$ cat config.mk
export PLATFORM = sky130hd
export DESIGN_NAME = jellyvl_etherneco_packet_rx
export DESIGN_NICKNAME = d
export VERILOG_FILES = /design/src/rtl/jellyvl_etherneco_packet_rx.sv
export SDC_FILE = /design/constraint.sdc
export NUM_CORES = 1
export LEC_CHECK = 0
export BUFFER_PORTS_ARGS = -buffer_cell sky130_fd_sc_hd__buf_2
export CORE_MARGIN = 10
export CORE_UTILIZATION = 47
export CTS_CLUSTER_DIAMETER = 200
export DETAILED_ROUTE_END_ITERATION = 12
export PLACE_DENSITY = 0.65
export SYNTH_ARGS = -nofsm -noshare
export SYNTH_HDL_FRONTEND = slang
export SYNTH_SLANG_ARGS = --single-unit
$ cat constraint.sdc
create_clock -name clk -period 4.9 [get_ports clk]
set_input_delay 0.98 -clock clk [delete_from_list [all_inputs] [get_ports clk]]
set_output_delay 0.98 -clock clk [all_outputs]
set_load 0.02 [all_outputs]
$ cat src/rtl/jellyvl_etherneco_packet_rx.sv
// Receive-side parser for the etherneco ring packet format: strips preamble, header and FCS,
// forwards payload bytes downstream and reports the header fields and CRC status per packet.
module jellyvl_etherneco_packet_rx #(
    parameter logic [15:0] PAYLOAD_MAX = 16'hffff
) (
    input  logic        clk,
    input  logic        reset_n,

    input  logic        s_first,
    input  logic        s_last,
    input  logic [7:0]  s_data,
    input  logic        s_valid,

    output logic        rx_start,
    output logic        rx_end,
    output logic        rx_error,
    output logic [15:0] rx_length,
    output logic [7:0]  rx_type,
    output logic [7:0]  rx_node,

    output logic        m_first,
    output logic        m_last,
    output logic [7:0]  m_data,
    output logic        m_valid
);

    localparam logic [31:0] CRC_POLY  = 32'h04c11db7;
    localparam logic [31:0] CRC_INIT  = 32'hffffffff;
    localparam logic [16:0] LEN_LIMIT = {1'b0, PAYLOAD_MAX};

    typedef enum logic [2:0] {
        ST_IDLE,
        ST_PREAMBLE,
        ST_LENGTH,
        ST_TYPE,
        ST_NODE,
        ST_PAYLOAD,
        ST_FCS,
        ST_ERROR
    } state_t;

    // CRC-32, non-reflected, MSB of each byte first, no final XOR.
    function automatic logic [31:0] crc_update(input logic [31:0] crc, input logic [7:0] data);
        logic [31:0] c;
        c = crc;
        for (int i = 7; i >= 0; i--) begin
            if (c[31] ^ data[i]) begin
                c = {c[30:0], 1'b0} ^ CRC_POLY;
            end else begin
                c = {c[30:0], 1'b0};
            end
        end
        return c;
    endfunction

    state_t      r_state,     w_state;
    logic [1:0]  r_idx,       w_idx;
    logic [15:0] r_len,       w_len;
    logic [7:0]  r_type_tmp,  w_type_tmp;
    logic [31:0] r_crc,       w_crc;
    logic [23:0] r_fcs,       w_fcs;
    logic [15:0] r_cnt,       w_cnt;
    logic        r_first,     w_first;
    logic        r_started,   w_started;

    logic        r_rx_start,  w_rx_start;
    logic        r_rx_end,    w_rx_end;
    logic        r_rx_error,  w_rx_error;
    logic [15:0] r_rx_length, w_rx_length;
    logic [7:0]  r_rx_type,   w_rx_type;
    logic [7:0]  r_rx_node,   w_rx_node;
    logic        r_m_first,   w_m_first;
    logic        r_m_last,    w_m_last;
    logic [7:0]  r_m_data,    w_m_data;
    logic        r_m_valid,   w_m_valid;

    always_comb begin
        // NOTE: every w_ signal gets a default first, so no path through the case infers a latch.
        w_state     = r_state;
        w_idx       = r_idx;
        w_len       = r_len;
        w_type_tmp  = r_type_tmp;
        w_crc       = r_crc;
        w_fcs       = r_fcs;
        w_cnt       = r_cnt;
        w_first     = r_first;
        w_started   = r_started;
        w_rx_start  = 1'b0;
        w_rx_end    = 1'b0;
        w_rx_error  = 1'b0;
        w_rx_length = r_rx_length;
        w_rx_type   = r_rx_type;
        w_rx_node   = r_rx_node;
        w_m_first   = 1'b0;
        w_m_last    = 1'b0;
        w_m_data    = r_m_data;
        w_m_valid   = 1'b0;

        if (s_valid) begin
            if (s_first && r_state != ST_IDLE && r_state != ST_PREAMBLE) begin
                // A new frame overtakes the current one; report the loss only if it was announced.
                w_rx_end   = r_started;
                w_rx_error = r_started;
                w_started  = 1'b0;
                w_crc      = CRC_INIT;
                w_state    = (s_data == 8'h55) ? ST_PREAMBLE : ST_ERROR;
            end else begin
                case (r_state)
                    ST_IDLE: begin
                        if (s_first && s_data == 8'h55) begin
                            w_state = ST_PREAMBLE;
                            w_crc   = CRC_INIT;
                        end
                    end
                    ST_PREAMBLE: begin
                        if (s_data == 8'hd5) begin
                            w_state = ST_LENGTH;
                            w_idx   = 2'd0;
                        end else if (s_data != 8'h55) begin
                            w_state = ST_ERROR;
                        end
                    end
                    ST_LENGTH: begin
                        w_crc = crc_update(r_crc, s_data);
                        if (r_idx == 2'd0) begin
                            w_len[7:0] = s_data;
                            w_idx      = 2'd1;
                        end else begin
                            w_len[15:8] = s_data;
                            w_state     = ST_TYPE;
                        end
                    end
                    ST_TYPE: begin
                        w_crc      = crc_update(r_crc, s_data);
                        w_type_tmp = s_data;
                        w_state    = ST_NODE;
                    end
                    ST_NODE: begin
                        w_crc = crc_update(r_crc, s_data);
                        if ({1'b0, r_len} > LEN_LIMIT) begin
                            w_state = ST_ERROR;
                        end else if (!s_last) begin
                            w_rx_start  = 1'b1;
                            w_rx_length = r_len;
                            w_rx_type   = r_type_tmp;
                            w_rx_node   = s_data;
                            w_cnt       = r_len;
                            w_first     = 1'b1;
                            w_started   = 1'b1;
                            w_state     = ST_PAYLOAD;
                        end
                    end
                    ST_PAYLOAD: begin
                        // A byte carrying s_last here is an abort marker, never payload.
                        if (!s_last) begin
                            w_m_valid = 1'b1;
                            w_m_data  = s_data;
                            w_m_first = r_first;
                            w_m_last  = (r_cnt == 16'd0);
                            w_first   = 1'b0;
                            w_crc     = crc_update(r_crc, s_data);
                            w_cnt     = r_cnt - 16'd1;
                            if (r_cnt == 16'd0) begin
                                w_state = ST_FCS;
                                w_idx   = 2'd0;
                            end
                        end
                    end
                    ST_FCS: begin
                        w_fcs = {s_data, r_fcs[23:8]};
                        w_idx = r_idx + 2'd1;
                        if (r_idx == 2'd3) begin
                            w_rx_end   = 1'b1;
                            w_rx_error = ({s_data, r_fcs} != r_crc);
                            w_state    = ST_IDLE;
                        end
                    end
                    ST_ERROR: begin
                    end
                    default: begin
                        w_state = ST_IDLE;
                    end
                endcase
            end

            if (s_last && w_state != ST_IDLE) begin
                w_rx_end   = 1'b1;
                w_rx_error = 1'b1;
                w_state    = ST_IDLE;
            end
        end

        if (w_state == ST_IDLE) begin
            w_started = 1'b0;
        end
    end

    always_ff @(posedge clk) begin
        if (!reset_n) begin
            r_state     <= ST_IDLE;
            r_idx       <= 2'd0;
            r_len       <= 16'd0;
            r_type_tmp  <= 8'd0;
            r_crc       <= CRC_INIT;
            r_fcs       <= 24'd0;
            r_cnt       <= 16'd0;
            r_first     <= 1'b0;
            r_started   <= 1'b0;
            r_rx_start  <= 1'b0;
            r_rx_end    <= 1'b0;
            r_rx_error  <= 1'b0;
            r_rx_length <= 16'd0;
            r_rx_type   <= 8'd0;
            r_rx_node   <= 8'd0;
            r_m_first   <= 1'b0;
            r_m_last    <= 1'b0;
            r_m_data    <= 8'd0;
            r_m_valid   <= 1'b0;
        end else begin
            // NOTE: non-blocking assignments, so every register samples the pre-edge values.
            r_state     <= w_state;
            r_idx       <= w_idx;
            r_len       <= w_len;
            r_type_tmp  <= w_type_tmp;
            r_crc       <= w_crc;
            r_fcs       <= w_fcs;
            r_cnt       <= w_cnt;
            r_first     <= w_first;
            r_started   <= w_started;
            r_rx_start  <= w_rx_start;
            r_rx_end    <= w_rx_end;
            r_rx_error  <= w_rx_error;
            r_rx_length <= w_rx_length;
            r_rx_type   <= w_rx_type;
            r_rx_node   <= w_rx_node;
            r_m_first   <= w_m_first;
            r_m_last    <= w_m_last;
            r_m_data    <= w_m_data;
            r_m_valid   <= w_m_valid;
        end
    end

    assign rx_start  = r_rx_start;
    assign rx_end    = r_rx_end;
    assign rx_error  = r_rx_error;
    assign rx_length = r_rx_length;
    assign rx_type   = r_rx_type;
    assign rx_node   = r_rx_node;
    assign m_first   = r_m_first;
    assign m_last    = r_m_last;
    assign m_data    = r_m_data;
    assign m_valid   = r_m_valid;

endmodule

Word level (Yosys, flattened, before mapping)
Index checks and enable logic that the tools add are counted.

Register bits after elaboration: 149. Input port bits: 13. Output and inout port bits: 46.

Add/sub/neg operators: 2. Eq/ne operators: 20. Multiplexer cells: 160. Bitwise gates (word level): 65. Reduce and logical (&&, ||, !) cells: 29.

Operators by type and width (count): 32-bit two-way mux (94); 27-bit two-way mux (29); 14-bit inverter (29); 32-bit one-hot mux with 5 select lines (1); 3-bit two-way mux (13); 16-bit two-way mux (2); 32-bit inequality test (1); 16-bit one-hot mux with 2 select lines (1); 1-bit XOR (29); 3-bit one-hot mux with 7 select lines (1); 4-bit AND reduction (5); 16-bit logical NOT (1); 16-bit by 1-bit subtractor with 16-bit output, second input constant (1); 1-bit two-way mux (13); 2-bit inequality test, second input constant (5); 3-bit equality test, second input constant (3); 3-bit AND reduction (3); 8-bit by 7-bit equality test with 1-bit output, second input constant (1); 8-bit equality test, second input constant (1); 2-bit two-way mux (4); 8-bit by 7-bit inequality test with 1-bit output, second input constant (1); 2-bit one-hot mux with 4 select lines (1); 4-bit OR reduction (2); 1-bit inverter (7); other kinds (20) (28).

Depth between registers and ports, before layout
Depth in word-level cells: 47. Gate-level depth with buffers: 8. Depth with buffers taken out: 7.

Worst setup path before layout
OpenSTA, ideal clock, no wires.

Path type: in2reg. Start point: input port s_data[1]. End point: register r_crc[13]. Setup time: 0.129 ns. Arrival time: 2.493 ns. Required time: 4.771 ns. Path slack: 2.277 ns. Stages: 7. Cells stage by stage: buf_2 -> xnor2_4 -> xor2_4 -> xor2_1 -> xnor3_1 -> o22ai_1 -> nand2_1.

Word-level cells in the longest chain between the ends: 10.

Ends and longest elaborated chain: start, declared (line 11) `input logic [7:0] s_data,`; 1-bit XOR (line 47) `if (c[31] ^ data[i]) begin`; 27-bit two-way mux (line 47); 32-bit two-way mux (line 155) `if (!s_last) begin`; 32-bit two-way mux (line 108) `case (r_state)`; 32-bit two-way mux (line 100) `if (s_first && r_state != ST_IDLE && r_state != ST_PREAMBLE) begin`; 32-bit two-way mux (line 99) `if (s_valid) begin`; 27-bit two-way mux (line 47); 32-bit two-way mux (line 155); 32-bit one-hot mux with 5 select lines (line 108); 32-bit two-way mux (line 100); end signal, assigned (line 225) `r_crc <= w_crc;`; end, declared (line 60) `logic [31:0] r_crc, w_crc;`.

Several ways; a longest one is shown, not always the timed one. The select of a mux whose other input is x is not followed. A chain may end at the register's enable or synchronous reset.

Worst setup path in the final report
Start point: input port s_data[5]. End point: register r_crc[19].

Word-level cells in the longest chain between the ends: 4.

Ends and longest elaborated chain: 8-bit by 7-bit equality test with 1-bit output (line 110) `if (s_first && s_data == 8'h55) begin`; 1-bit logical AND (line 110); 3-bit inequality test (no line); 4-bit AND reduction (no line).

No other way between the ends.

==> results by group <==
Timing
  – Final period util: 0.6288
  – Final Max Tran Viols: 0
  – Fin crit period: 3081 ps
  – Endpoints failing setup: 0
  – Final setup TNS: 0 ps
  – Hold Fails Final Rpt: 0
  – Max Fclk: 324.6 MHz
  – Worst Tran Pin Value: 1279 ps
  – Worst Skew: 8.266 ps
  – Relative slew slack: 0.1444
  – RSZ-0062 raised after global routing: false

Critical path
  – CP Data Required Time: 5170 ps
  – Endpoint type of the worst setup path: flip-flop
  – Slowest stage delay, CP: 540 ps
  – Flop2flop setup slack: 2020 ps
  – Crit-path cells: buf_2 > nor4b_1 > and4b_1 > o311a_1 > buf_4 > nand2_1 > o22ai_1 > nand2_1
  – RR Endpoint: r_crc[19]
  – CP Data Arrival Time: 3350 ps
  – Worst-path fanout max: 40
  – Reg-to-Reg Start: r_state[2]
  – Most frequent CP cell: nand2_1
  – CP max stage cell: nand2_1
  – Worst Reg2Reg Path Length in Cells: 5
  – CP Class: in -> reg
  – Startpoint Class: input pin

Clocking
  – CTS buffer count: 17
  – Hold_buf cts: 0
  – Postcts setup bufs: 0
  – Post-CTS Resized: 0
  – H-tree Lvls: 4
  – Clock Tree Root: clkbuf_16
  – Clk buf depth: 2
  – Worst-Skew Late Latency: 430 ps
  – CTS tree: yes
  – Clk slew on worst S/H paths: 60 ps
  – Clock tree sinks: 149

Drt
  – Met3 routed WL: 929 um
  – Met2 WL: 7739 um
  – Met1 WL: 9196 um
  – Post-route ant nets: 0
  – Top layer in use: met4
  – Mean routed wirelength per cell: 16.92 um
  – DRT Wirelength: 18140 um
  – First-pass DRT Iterations: 5
  – Via count: 5874
  – Via-per-instance ratio: 5.479
  – DRT iter0 DRCs: 475
  – # DRC: 0

Logic synthesis
  – Yosys top cell area share: 0.4079
  – Net Count, Synth: 861
  – Avg Synthesized Cell Area: 8.696 sq um
  – Post-Syn Area: 7313 sq um
  – Synth warn: 0
  – Post-synth EDFFs: 0
  – Synth Flop Type: dfxtp_1
  – Top cells by area, synth: dfxtp_1 41%, nand2_1 9.3%, a21boi_0 7.1%
  – Ys async rst share: 0
  – Sequential area share after synthesis: 0.4079
  – Yosys top cell by area: dfxtp_1
  – Netlist cell types: 60
  – Yosys reg bits: 149
  – Mapped Cells: 841

Power
  – Final Power: 2745 uW
  – Sw Pwr: 634.9 uW
  – Worst ir drop on vdd: 233.0 uV
  – Sw Ratio: 0.2313
  – PwrDens: 331.6 nW/um^2
  – Static leakage: 0.003081 uW
  – Sequential share of power: 0.441
  – Comb pwr share: 0.063
  – Pint: 2110 uW
  – Clock group share of total power: 0.496

Worst hold path
  – Worst Min Path Start: rx_length[13]
  – Hold EP: rx_length[13]
  – Hold path cells: 2
  – Hold Path Class: reg -> reg

Die
  – Site Rows: 45
  – Die Ht: 144.7 um
  – Core Area: 15200 sq um
  – Starting Density: 0.4811
  – Die Area: 20950 sq um
  – Die width: 144.7 um
  – IO Count: 59

Place
  – Buffers on Ports: 58
  – Routability cong.: 0.8824
  – Post-DP HPWL: 12510 um
  – Placed Instance Area: 7662 sq um

GRT
  – First-pass GRT wire length: 29660 um
  – Number of global-route vias before repair: 5555
  – Pin count of the biggest net entering global routing: 118
  – Tot GR Track Use: 0.1771
  – Antenna violations before repair: 0
  – Total gr overflow: 0

Final layout
  – Nets@finish: 891
  – Number of diodes: 0
  – Area delta synth->final: 13.17%
  – Design Area, Final: 8277 sq um
  – Commonest cells after routing, fill and taps aside: 181 x nand2_1, 149 x dfxtp_1, 69 x a21boi_0
  – Layout cells sized above 1: 0.1290
  – Commonest non-fill, non-tap cell in the layout: nand2_1

Flow run
  – Max_cap viols: 0

Status
  – Status: completed
==> worst max-delay path by stage <==
stage,from,endpoint
2_1_floorplan,s_data[1],r_crc[13]
6_report,s_data[5],r_crc[19]
5_1_grt,s_data[5],r_crc[7]
3_3_place_gp,s_data[5],r_crc[11]
4_1_cts,s_data[5],r_crc[19]
3_5_place_dp,s_data[5],r_crc[11]
==> flip-flops by register name, indices dropped and copies added (netlist names) <==
| name | cells |
|---|---|
| m_last | 1 |
| r_state | 3 |
| r_started | 1 |
| rx_node | 8 |
| m_data | 8 |
| rx_type | 8 |
| rx_length | 16 |
| r_len | 16 |
| rx_start | 1 |
| rx_error | 1 |
| rx_end | 1 |
| r_fcs | 24 |
| r_type_tmp | 8 |
| m_first | 1 |
| r_first | 1 |
| m_valid | 1 |
| r_idx | 2 |
| r_cnt | 16 |
| r_crc | 32 |
==> power by group through the flow <==
stage                     Sequential, uW  Clock [uW]  Combinational, uW
after floorplan                     1240           0                141
after detailed placement            1240           0                170
after global placement              1240           0                171
after CTS                           1210        1380                171
final                               1210        1360                172
after global routing                1210        1430                185
==> cells by family after synthesis <==
logic type / share of synthesized area
xor gates and xnor gates: 0.1350
and+or+nand+nor: 0.2055
buffers and inverters: 0.03524
muxes: 0.03422
adders and majority gates: 0.01198
AOI/OAI and AO/OA: 0.1702
DFF: 0.4079
==> through the flow <==
stage	hold slack (ps)	setup slack, ps	instances	util
finish	462.8	1819	1072	0.5444
global route	487.2	1628	1072	0.5444
CTS	468.6	1885	1072	0.5444
detailed placement	455.7	1426	1040	0.5040
global placement	449.5	1478	1040	0.5040
floorplan	429.6	2277	841	-
==> worst max-delay path, delay by kind of cell <==
kind                   cells  cell delay [ps]
buffers and inverters      2              520
AO/OA/AOI/OAI              2              460
AND/OR/NAND/NOR            4             1370
==> cell usage after synthesis, types with 2 or more instances <==
cell and number:
nor3b_1 3, xnor2_4 3, a21o_1 3, nand4_1 6
a211oi_1 2, xnor2_1 48, xnor3_1 2, nand3_1 17
nand4b_1 2, o22ai_1 24, a31oi_1 6, ha_1 7
o21ai_1 3, nor2b_1 29, a21boi_0 69, a22oi_1 3
o221a_2 2, and2_1 7, o31ai_1 3, nor2_1 28
o22a_1 2, nand2b_1 8, mux2i_1 25, and3_1 2
nand2_1 181, o21ai_0 29, o21a_1 4, clkbuf_1 39
o311ai_0 2, xor2_1 34, dfxtp_1 149, buf_2 11
a21oi_1 18, nor4_1 9, or3_1 6, inv_1 11
nor4_4 2, o211ai_1 3, nor3_1 12, xnor2_2 7
==> per-layer routing <==
layer,global-route usage,up-vias
met5,0,-
met4,0.06436,0
li1,-,2931
met1,0.2522,2791
met3,0.03781,20
met2,0.2558,132
==> layout make-up <==
type / count / area, sq um
tap: 188 / 235.2
timing repair buffer: 63 / 330.3
clock inverter: 13 / 171.4
multi-input combinational: 629 / 4073
fill: 1438 / 6925
inverter: 11 / 41.29
clock buffer: 19 / 442.9
sequential: 149 / 2983
(Power assumes the default switching activity.)
